**config.mk**
```make
export PLATFORM = sky130hd
export DESIGN_NAME = lsu_ctrl_flat
export DESIGN_NICKNAME = d
export VERILOG_FILES = /design/src/rtl/miniRV_mem_pkg.sv /design/src/rtl/lsu_ctrl_if.sv /design/src/rtl/lsu_extend.sv /design/src/rtl/lsu_ctrl.sv /design/src/flat_wrapper.sv
export SDC_FILE = /design/constraint.sdc
export NUM_CORES = 1
export LEC_CHECK = 0
export CAP_MARGIN = 20
export CORE_MARGIN = 10
export CORE_UTILIZATION = 24
export DETAILED_ROUTE_END_ITERATION = 6
export PLACE_DENSITY_LB_ADDON = 0.3
export REMOVE_ABC_BUFFERS = 1
export SLEW_MARGIN = 20
export SYNTH_ARGS = -nofsm -noshare
export SYNTH_HDL_FRONTEND = slang
export SYNTH_HIERARCHICAL = 1
export SYNTH_SLANG_ARGS = --single-unit
```
**constraint.sdc**
```tcl
create_clock -name clk -period 3.8 [get_ports clk]
set_clock_uncertainty 0.05 [all_clocks]
set_input_delay 0.76 -clock clk [delete_from_list [all_inputs] [get_ports clk]]
set_output_delay 0.76 -clock clk [all_outputs]
set_load 0.02 [all_outputs]
```
**src/rtl/miniRV_mem_pkg.sv**
```systemverilog
// Shared definitions for the miniRV load/store path.
//   F3_*      : RV32I load/store funct3 codes
//   state_e   : sequencer states
//   op_faults : decides whether a request is rejected without any memory access
package miniRV_mem_pkg;

    localparam logic [2:0] F3_B  = 3'b000;
    localparam logic [2:0] F3_H  = 3'b001;
    localparam logic [2:0] F3_W  = 3'b010;
    localparam logic [2:0] F3_BU = 3'b100;
    localparam logic [2:0] F3_HU = 3'b101;

    typedef enum logic [1:0] {
        S_IDLE = 2'd0,
        S_ACC0 = 2'd1,
        S_ACC1 = 2'd2,
        S_RESP = 2'd3
    } state_e;

    // Misaligned words, unused funct3 codes and unsigned stores are rejected.
    function automatic logic op_faults(input logic we, input logic [2:0] f3,
                                       input logic [1:0] addr_lo);
        logic bad;
        case (f3)
            F3_B, F3_H:   bad = 1'b0;
            F3_W:         bad = (addr_lo != 2'b00);
            F3_BU, F3_HU: bad = we;
            default:      bad = 1'b1;
        endcase
        return bad;
    endfunction

endpackage

```
**src/rtl/lsu_ctrl_if.sv**
```systemverilog
// Bundles the execute-side request/response handshake and the data-memory bus.
//   master : execute stage + memory (drives req_*, mem_rdata)
//   slave  : lsu_ctrl (drives req_ready, resp_*, mem_* strobes/addr/wdata)
interface lsu_ctrl_if #(
    parameter int unsigned ADDR_W = 32
);
    logic              req_valid;
    logic              req_ready;
    logic              req_we;
    logic [2:0]        req_funct3;
    logic [ADDR_W-1:0] req_addr;
    logic [31:0]       req_wdata;
    logic              resp_valid;
    logic [31:0]       resp_rdata;
    logic              resp_fault;
    logic [ADDR_W-1:0] mem_addr;
    logic [31:0]       mem_wdata;
    logic              mem_sw;
    logic              mem_sb;
    logic              mem_lw;
    logic              mem_lbu;
    logic [31:0]       mem_rdata;

    modport master (
        output req_valid, req_we, req_funct3, req_addr, req_wdata, mem_rdata,
        input  req_ready, resp_valid, resp_rdata, resp_fault,
               mem_addr, mem_wdata, mem_sw, mem_sb, mem_lw, mem_lbu
    );

    modport slave (
        input  req_valid, req_we, req_funct3, req_addr, req_wdata, mem_rdata,
        output req_ready, resp_valid, resp_rdata, resp_fault,
               mem_addr, mem_wdata, mem_sw, mem_sb, mem_lw, mem_lbu
    );
endinterface

```
**src/rtl/lsu_extend.sv**
```systemverilog
// Sign/zero extension of a sub-word load result.
//   f3_i   : load funct3 (B, H, BU, HU)
//   raw_i  : assembled bytes, byte 0 in [7:0], byte 1 in [15:8]
//   data_o : 32-bit extended result
module lsu_extend
    import miniRV_mem_pkg::*;
(
    input  logic [2:0]  f3_i,
    input  logic [15:0] raw_i,
    output logic [31:0] data_o
);

    always_comb begin
        data_o = {16'h0000, raw_i};
        case (f3_i)
            F3_B:    data_o = {{24{raw_i[7]}}, raw_i[7:0]};
            F3_H:    data_o = {{16{raw_i[15]}}, raw_i};
            F3_BU:   data_o = {24'h000000, raw_i[7:0]};
            F3_HU:   data_o = {16'h0000, raw_i};
            default: data_o = {16'h0000, raw_i};
        endcase
    end

endmodule

```
**src/rtl/lsu_ctrl.sv**
```systemverilog
// Load/store sequencer between execute stage and byte/word data memory.
//   clk, rst : single clock, synchronous active-high reset
//   bus      : request/response handshake and memory bus (slave side)
// Halfwords are split into two byte accesses (addr, addr+1); the first loaded
// byte is buffered until the second arrives. Faulting requests skip memory.
module lsu_ctrl
    import miniRV_mem_pkg::*;
#(
    parameter int unsigned ADDR_W = 32
) (
    input  logic      clk,
    input  logic      rst,
    lsu_ctrl_if.slave bus
);

    state_e            state_q, state_d;
    logic              we_q;
    logic [2:0]        f3_q;
    logic [ADDR_W-1:0] addr_q;
    logic [31:0]       wdata_q;
    logic [15:0]       ld_buf_q, ld_buf_d;
    logic [31:0]       resp_rdata_q, resp_rdata_d;
    logic              resp_fault_q, resp_fault_d;

    logic              accept;
    logic              is_word;
    logic              is_half;
    logic [15:0]       ext_raw;
    logic [31:0]       ext_data;

    assign is_word = (f3_q == F3_W);
    assign is_half = (f3_q == F3_H) || (f3_q == F3_HU);

    // In ACC1 the byte just read becomes the upper half of the result.
    assign ext_raw = (state_q == S_ACC1) ? {bus.mem_rdata[7:0], ld_buf_q[7:0]}
                                         : {8'h00, bus.mem_rdata[7:0]};

    lsu_extend u_extend (
        .f3_i   (f3_q),
        .raw_i  (ext_raw),
        .data_o (ext_data)
    );

    assign bus.resp_rdata = resp_rdata_q;
    assign bus.resp_fault = resp_fault_q;

    always_comb begin
        state_d       = state_q;
        ld_buf_d      = ld_buf_q;
        resp_rdata_d  = resp_rdata_q;
        resp_fault_d  = resp_fault_q;
        bus.req_ready = (state_q == S_IDLE) && !rst;
        bus.resp_valid = (state_q == S_RESP) && !rst;
        bus.mem_addr  = '0;
        bus.mem_wdata = 32'h0;
        bus.mem_sw    = 1'b0;
        bus.mem_sb    = 1'b0;
        bus.mem_lw    = 1'b0;
        bus.mem_lbu   = 1'b0;
        accept        = bus.req_valid && bus.req_ready;

        unique case (state_q)
            S_IDLE: begin
                if (accept) begin
                    if (op_faults(bus.req_we, bus.req_funct3, bus.req_addr[1:0])) begin
                        state_d      = S_RESP;
                        resp_rdata_d = 32'h0;
                        resp_fault_d = 1'b1;
                    end else begin
                        state_d = S_ACC0;
                    end
                end
            end
            S_ACC0: begin
                bus.mem_addr = addr_q;
                if (is_word) begin
                    bus.mem_sw    = we_q;
                    bus.mem_lw    = !we_q;
                    bus.mem_wdata = we_q ? wdata_q : 32'h0;
                end else begin
                    bus.mem_sb    = we_q;
                    bus.mem_lbu   = !we_q;
                    bus.mem_wdata = we_q ? {24'h000000, wdata_q[7:0]} : 32'h0;
                end
                ld_buf_d = {8'h00, bus.mem_rdata[7:0]};
                if (is_half) begin
                    state_d = S_ACC1;
                end else begin
                    state_d      = S_RESP;
                    resp_fault_d = 1'b0;
                    if (we_q)         resp_rdata_d = 32'h0;
                    else if (is_word) resp_rdata_d = bus.mem_rdata;
                    else              resp_rdata_d = ext_data;
                end
            end
            S_ACC1: begin
                bus.mem_addr  = addr_q + ADDR_W'(1);
                bus.mem_sb    = we_q;
                bus.mem_lbu   = !we_q;
                bus.mem_wdata = we_q ? {24'h000000, wdata_q[15:8]} : 32'h0;
                state_d       = S_RESP;
                resp_fault_d  = 1'b0;
                resp_rdata_d  = we_q ? 32'h0 : ext_data;
            end
            S_RESP: begin
                state_d = S_IDLE;
            end
        endcase

        // A reset arriving mid-operation must not let the pending access land.
        if (rst) begin
            bus.mem_sw  = 1'b0;
            bus.mem_sb  = 1'b0;
            bus.mem_lw  = 1'b0;
            bus.mem_lbu = 1'b0;
        end
    end

    always_ff @(posedge clk) begin
        if (rst) begin
            state_q      <= S_IDLE;
            we_q         <= 1'b0;
            f3_q         <= F3_B;
            addr_q       <= '0;
            wdata_q      <= 32'h0;
            ld_buf_q     <= 16'h0000;
            resp_rdata_q <= 32'h0;
            resp_fault_q <= 1'b0;
        end else begin
            state_q      <= state_d;
            ld_buf_q     <= ld_buf_d;
            resp_rdata_q <= resp_rdata_d;
            resp_fault_q <= resp_fault_d;
            if (accept) begin
                we_q    <= bus.req_we;
                f3_q    <= bus.req_funct3;
                addr_q  <= bus.req_addr;
                wdata_q <= bus.req_wdata;
            end
        end
    end

endmodule
```
**src/flat_wrapper.sv**
```systemverilog
// flat-port wrapper written by rule: the top's interface ports become plain ports
module lsu_ctrl_flat import miniRV_mem_pkg::*;
#(
    parameter int unsigned ADDR_W = 32
)
  (clk, rst, bus_req_valid, bus_req_we, bus_req_funct3, bus_req_addr, bus_req_wdata, bus_mem_rdata, bus_req_ready, bus_resp_valid, bus_resp_rdata, bus_resp_fault, bus_mem_addr, bus_mem_wdata, bus_mem_sw, bus_mem_sb, bus_mem_lw, bus_mem_lbu);
  lsu_ctrl_if #(.ADDR_W(ADDR_W)) bus_i ();
  input  logic clk;
  input  logic rst;
  input wire logic [$bits(bus_i.req_valid)-1:0] bus_req_valid;
  input wire logic [$bits(bus_i.req_we)-1:0] bus_req_we;
  input wire logic [$bits(bus_i.req_funct3)-1:0] bus_req_funct3;
  input wire logic [$bits(bus_i.req_addr)-1:0] bus_req_addr;
  input wire logic [$bits(bus_i.req_wdata)-1:0] bus_req_wdata;
  input wire logic [$bits(bus_i.mem_rdata)-1:0] bus_mem_rdata;
  output wire logic [$bits(bus_i.req_ready)-1:0] bus_req_ready;
  output wire logic [$bits(bus_i.resp_valid)-1:0] bus_resp_valid;
  output wire logic [$bits(bus_i.resp_rdata)-1:0] bus_resp_rdata;
  output wire logic [$bits(bus_i.resp_fault)-1:0] bus_resp_fault;
  output wire logic [$bits(bus_i.mem_addr)-1:0] bus_mem_addr;
  output wire logic [$bits(bus_i.mem_wdata)-1:0] bus_mem_wdata;
  output wire logic [$bits(bus_i.mem_sw)-1:0] bus_mem_sw;
  output wire logic [$bits(bus_i.mem_sb)-1:0] bus_mem_sb;
  output wire logic [$bits(bus_i.mem_lw)-1:0] bus_mem_lw;
  output wire logic [$bits(bus_i.mem_lbu)-1:0] bus_mem_lbu;
  assign bus_i.req_valid = bus_req_valid;
  assign bus_i.req_we = bus_req_we;
  assign bus_i.req_funct3 = bus_req_funct3;
  assign bus_i.req_addr = bus_req_addr;
  assign bus_i.req_wdata = bus_req_wdata;
  assign bus_i.mem_rdata = bus_mem_rdata;
  assign bus_req_ready = bus_i.req_ready;
  assign bus_resp_valid = bus_i.resp_valid;
  assign bus_resp_rdata = bus_i.resp_rdata;
  assign bus_resp_fault = bus_i.resp_fault;
  assign bus_mem_addr = bus_i.mem_addr;
  assign bus_mem_wdata = bus_i.mem_wdata;
  assign bus_mem_sw = bus_i.mem_sw;
  assign bus_mem_sb = bus_i.mem_sb;
  assign bus_mem_lw = bus_i.mem_lw;
  assign bus_mem_lbu = bus_i.mem_lbu;
  lsu_ctrl #(.ADDR_W(ADDR_W)) u_core (.clk(clk), .rst(rst), .bus(bus_i));
endmodule
```
==> results.sh <==
export IMPL_status="complete, no violations"
export IMPL_hpwl_um=17200
export IMPL_hold_start="u_core/wdata_q[20]$_SDFFE_PP0P_"
export IMPL_route_detailed_drc=0
export IMPL_avgSynthCellArea_um2=8.06
export IMPL_relSlewSlack=0.550
export IMPL_hold_path_class="reg2reg"
export IMPL_drv_cap=0
export IMPL_timing_rr_start="u_core/state_q[1]$_SDFFE_PP0N_"
export IMPL_drt_iter0_markers=404
export IMPL_synth_seq_area_share=0.344
export IMPL_power_per_cell_area_nw_per_um2=522
export IMPL_io_pins=206
export IMPL_wl_per_cell_um=18.4
export IMPL_vdd_drop_max_v=0.000220
export IMPL_muxShareOfSynthArea=0.0774
export IMPL_syn_cell_area_um2=6460
export IMPL_nFillCells=2863
export IMPL_gp_congestion=0.793
export IMPL_min_period_ns=3.60
export IMPL_std_cell_rows=60
export IMPL_synthToLayoutAreaGrowth_pct=40.3
export IMPL_synth_seq_cells=111
export IMPL_finalInstanceArea_um2=9060
export IMPL_rrSetupSlack_ns=1.05
export IMPL_numCtsBuffers=9
export IMPL_yosys_warnings=6
export IMPL_yosysMostFrequentCell="nand2_1"
export IMPL_final_net_count=1060
export IMPL_worstReg2RegEnd="u_core/bus.resp_rdata[26]$_SDFFE_PP0P_"
export IMPL_core_um2=26700
export IMPL_r2r_cells=9
export IMPL_hold_depth=2
export IMPL_final_max_slew_viol_count=0
export IMPL_period_share=0.948
export IMPL_crit_path_start_kind="register"
export IMPL_holdPathEnd="u_core/wdata_q[20]$_SDFFE_PP0P_"
export IMPL_initial_core_util=0.242
export IMPL_placed_cell_area_um2=8700
export IMPL_vias=6304
export IMPL_cts_tree="done"
export IMPL_drtPass1Iterations=5
export IMPL_grt_max_degree=59
export IMPL_wl_um=23900
export IMPL_clk_latency_ns=0.36
export IMPL_grt_pass1_wl_um=37100
export IMPL_max_freq_mhz=278
export IMPL_cts_root_buf="clkbuf_16"
export IMPL_synth_compound_area_frac=0.157
export IMPL_clk_pin_slew_worst_paths_ns=0.08
export IMPL_multi_input_area_um2=3790
export IMPL_synthArstFlopShare=0
export IMPL_antenna_found_initial=3
export IMPL_detail_route_antenna_nets=0
export IMPL_yosys_area_share_simple=0.330
export IMPL_clock_sinks=111
export IMPL_portBuffers=205
export IMPL_drive_gt1_frac=0.0775
export IMPL_synth_flop_cell="dfxtp_1"
export IMPL_seqCellArea_um2=2220
export IMPL_htree_levels=3
export IMPL_criticalPathCategory="reg2out"
export IMPL_cp_required_ns=2.99
export IMPL_worstPathArrival_ns=2.79
export IMPL_synth_xor_area_frac=0.00136
export IMPL_setup_viol=0
export IMPL_grt_overflow_total=0
export IMPL_finalHoldViolations=0
export IMPL_die_y_um=184
export IMPL_power_leakage_nw=3.48
export IMPL_synth_fa_ha_area_frac=0.0136
export IMPL_synth_edff_count=0
export IMPL_yosysUniqueCellTypes=56
export IMPL_die_w_um=184
export IMPL_yosys_area_top_type="dfxtp_1"
export IMPL_synth_top_cell_area_share=0.344
export IMPL_track_usage=0.138
export IMPL_endpoint_kind="primary output"
export IMPL_viasPerCell=4.85
export IMPL_yosys_top_cells_area="dfxtp_1 (34%), nand2_1 (9.2%), nand3b_1 (7.4%)"
export IMPL_syn_inst=802
export IMPL_grt_pass1_vias=6193
export IMPL_max_slew_worst_pin_slew_ns=0.672
export IMPL_rsz0062_at_grt="false"
export IMPL_clk_path_buf_depth=2
export IMPL_timing_hold_ws_ns=0.426
export IMPL_fp_dieArea_um2=33900
export IMPL_crit_fanout=7
export IMPL_ys_top_cells_by_count="nand2_1 (158), dfxtp_1 (111), nand3b_1 (64), clkbuf_1 (53), mux2i_1 (41)"
export IMPL_synth_top_family_by_area="simple AND/OR/NAND/NOR gates"
export IMPL_post_cts_buffers=0
repair_timing:
action | CTS | global route
gates resized for setup | 0 | 6
setup endpoints to repair | 0 | 10
hold buffers | 0 | 0
logic make-up (layout without fill, tap and decap cells):
logic type | count (synthesis) | in the layout
DFF | 111 | 111
other | 0 | 3
xor gates and xnor gates | 1 | 1
buffers and inverters | 101 | 254
AOI/OAI and AO/OA | 140 | 140
and+or+nand+nor | 393 | 393
muxes | 49 | 49
adders and majority gates | 7 | 7
flip-flops by register name (all words and copies together), names as in the netlist:
register               cells
u_core/f3_q                3
u_core/bus.resp_fault      1
u_core/ld_buf_q            8
u_core/wdata_q            32
u_core/bus.resp_rdata     32
u_core/we_q                1
u_core/addr_q             32
u_core/state_q             2
report_power, final:
group,total [mW],internal (mW),switching [mW]
clock network,1.09,0.590,0.496
logic,2.07,0.856,1.21
registers,1.58,1.37,0.207
total,4.73,2.82,1.92
cell type report:
class                   count  area share
clock inverters             7      0.0113
diodes                      3    0.000828
well taps                 341      0.0471
multi-input cells         590       0.418
clock buffers               9      0.0248
repair buffers            227       0.248
flip-flops and latches    111       0.245
inverters                  11     0.00455
metrics by stage:
stage,TNS (ns),utilization,setup WS [ns],power (mW),instances
after floorplan,-0.429,-,-0.343,2.76,712
after global placement,0,0.326,0.495,3.65,1280
after detailed placement,0,0.326,0.462,3.66,1280
after CTS,0,0.338,0.0422,4.77,1296
after global routing,0,0.339,0.00855,5.05,1299
final,0,0.339,0.197,4.73,1299
per-layer routing:
metal | track usage | part of all wire | vias up
li1 | - | - | 3128
met1 | 0.173 | 0.43 | 2983
met2 | 0.224 | 0.49 | 167
met3 | 0.0350 | 0.059 | 26
met4 | 0.0495 | 0.022 | 0
met5 | 0 | 0 | -
critical path, stage by stage, from the launching register on:
cell	delay, ns
dfxtp_1	0.45
inv_1	0.12
ha_2	0.41
buf_4	0.19
inv_1	0.06
or3_1	0.30
nor3_1	0.14
a31o_2	0.14
clkdlybuf4s50_1	0.62
how the worst max path moves through the flow:
stage / endpoint / startpoint / depth (start not counted)
final: bus_mem_addr[10] / u_core/state_q[1]$_SDFFE_PP0N_ / 8
after global routing: bus_mem_addr[13] / u_core/state_q[1]$_SDFFE_PP0N_ / 8
after CTS: bus_mem_addr[21] / u_core/state_q[0]$_SDFFE_PP0N_ / 6
after detailed placement: bus_mem_addr[21] / u_core/state_q[0]$_SDFFE_PP0N_ / 6
after global placement: bus_mem_addr[21] / u_core/state_q[0]$_SDFFE_PP0N_ / 6
after floorplan: bus_mem_sb / u_core/state_q[1]$_SDFFE_PP0N_ / 5
layout by cell type (no fill, tap or decap), drive strengths merged, types with 8 or more instances in the layout:
cell,n
a22oi,9
inv,13
mux2,8
buf,23
nor3,8
a21oi,13
nand4,10
a31oi,16
mux2i,41
dfxtp,111
o31ai,8
clkdlybuf4s50,202
a32oi,32
nand2,166
clkbuf,9
o21ai,25
nand3b,64
nand2b,34
and2,36
nor4,9
nand3,9
nor2,29
(Power assumes the default switching activity.)
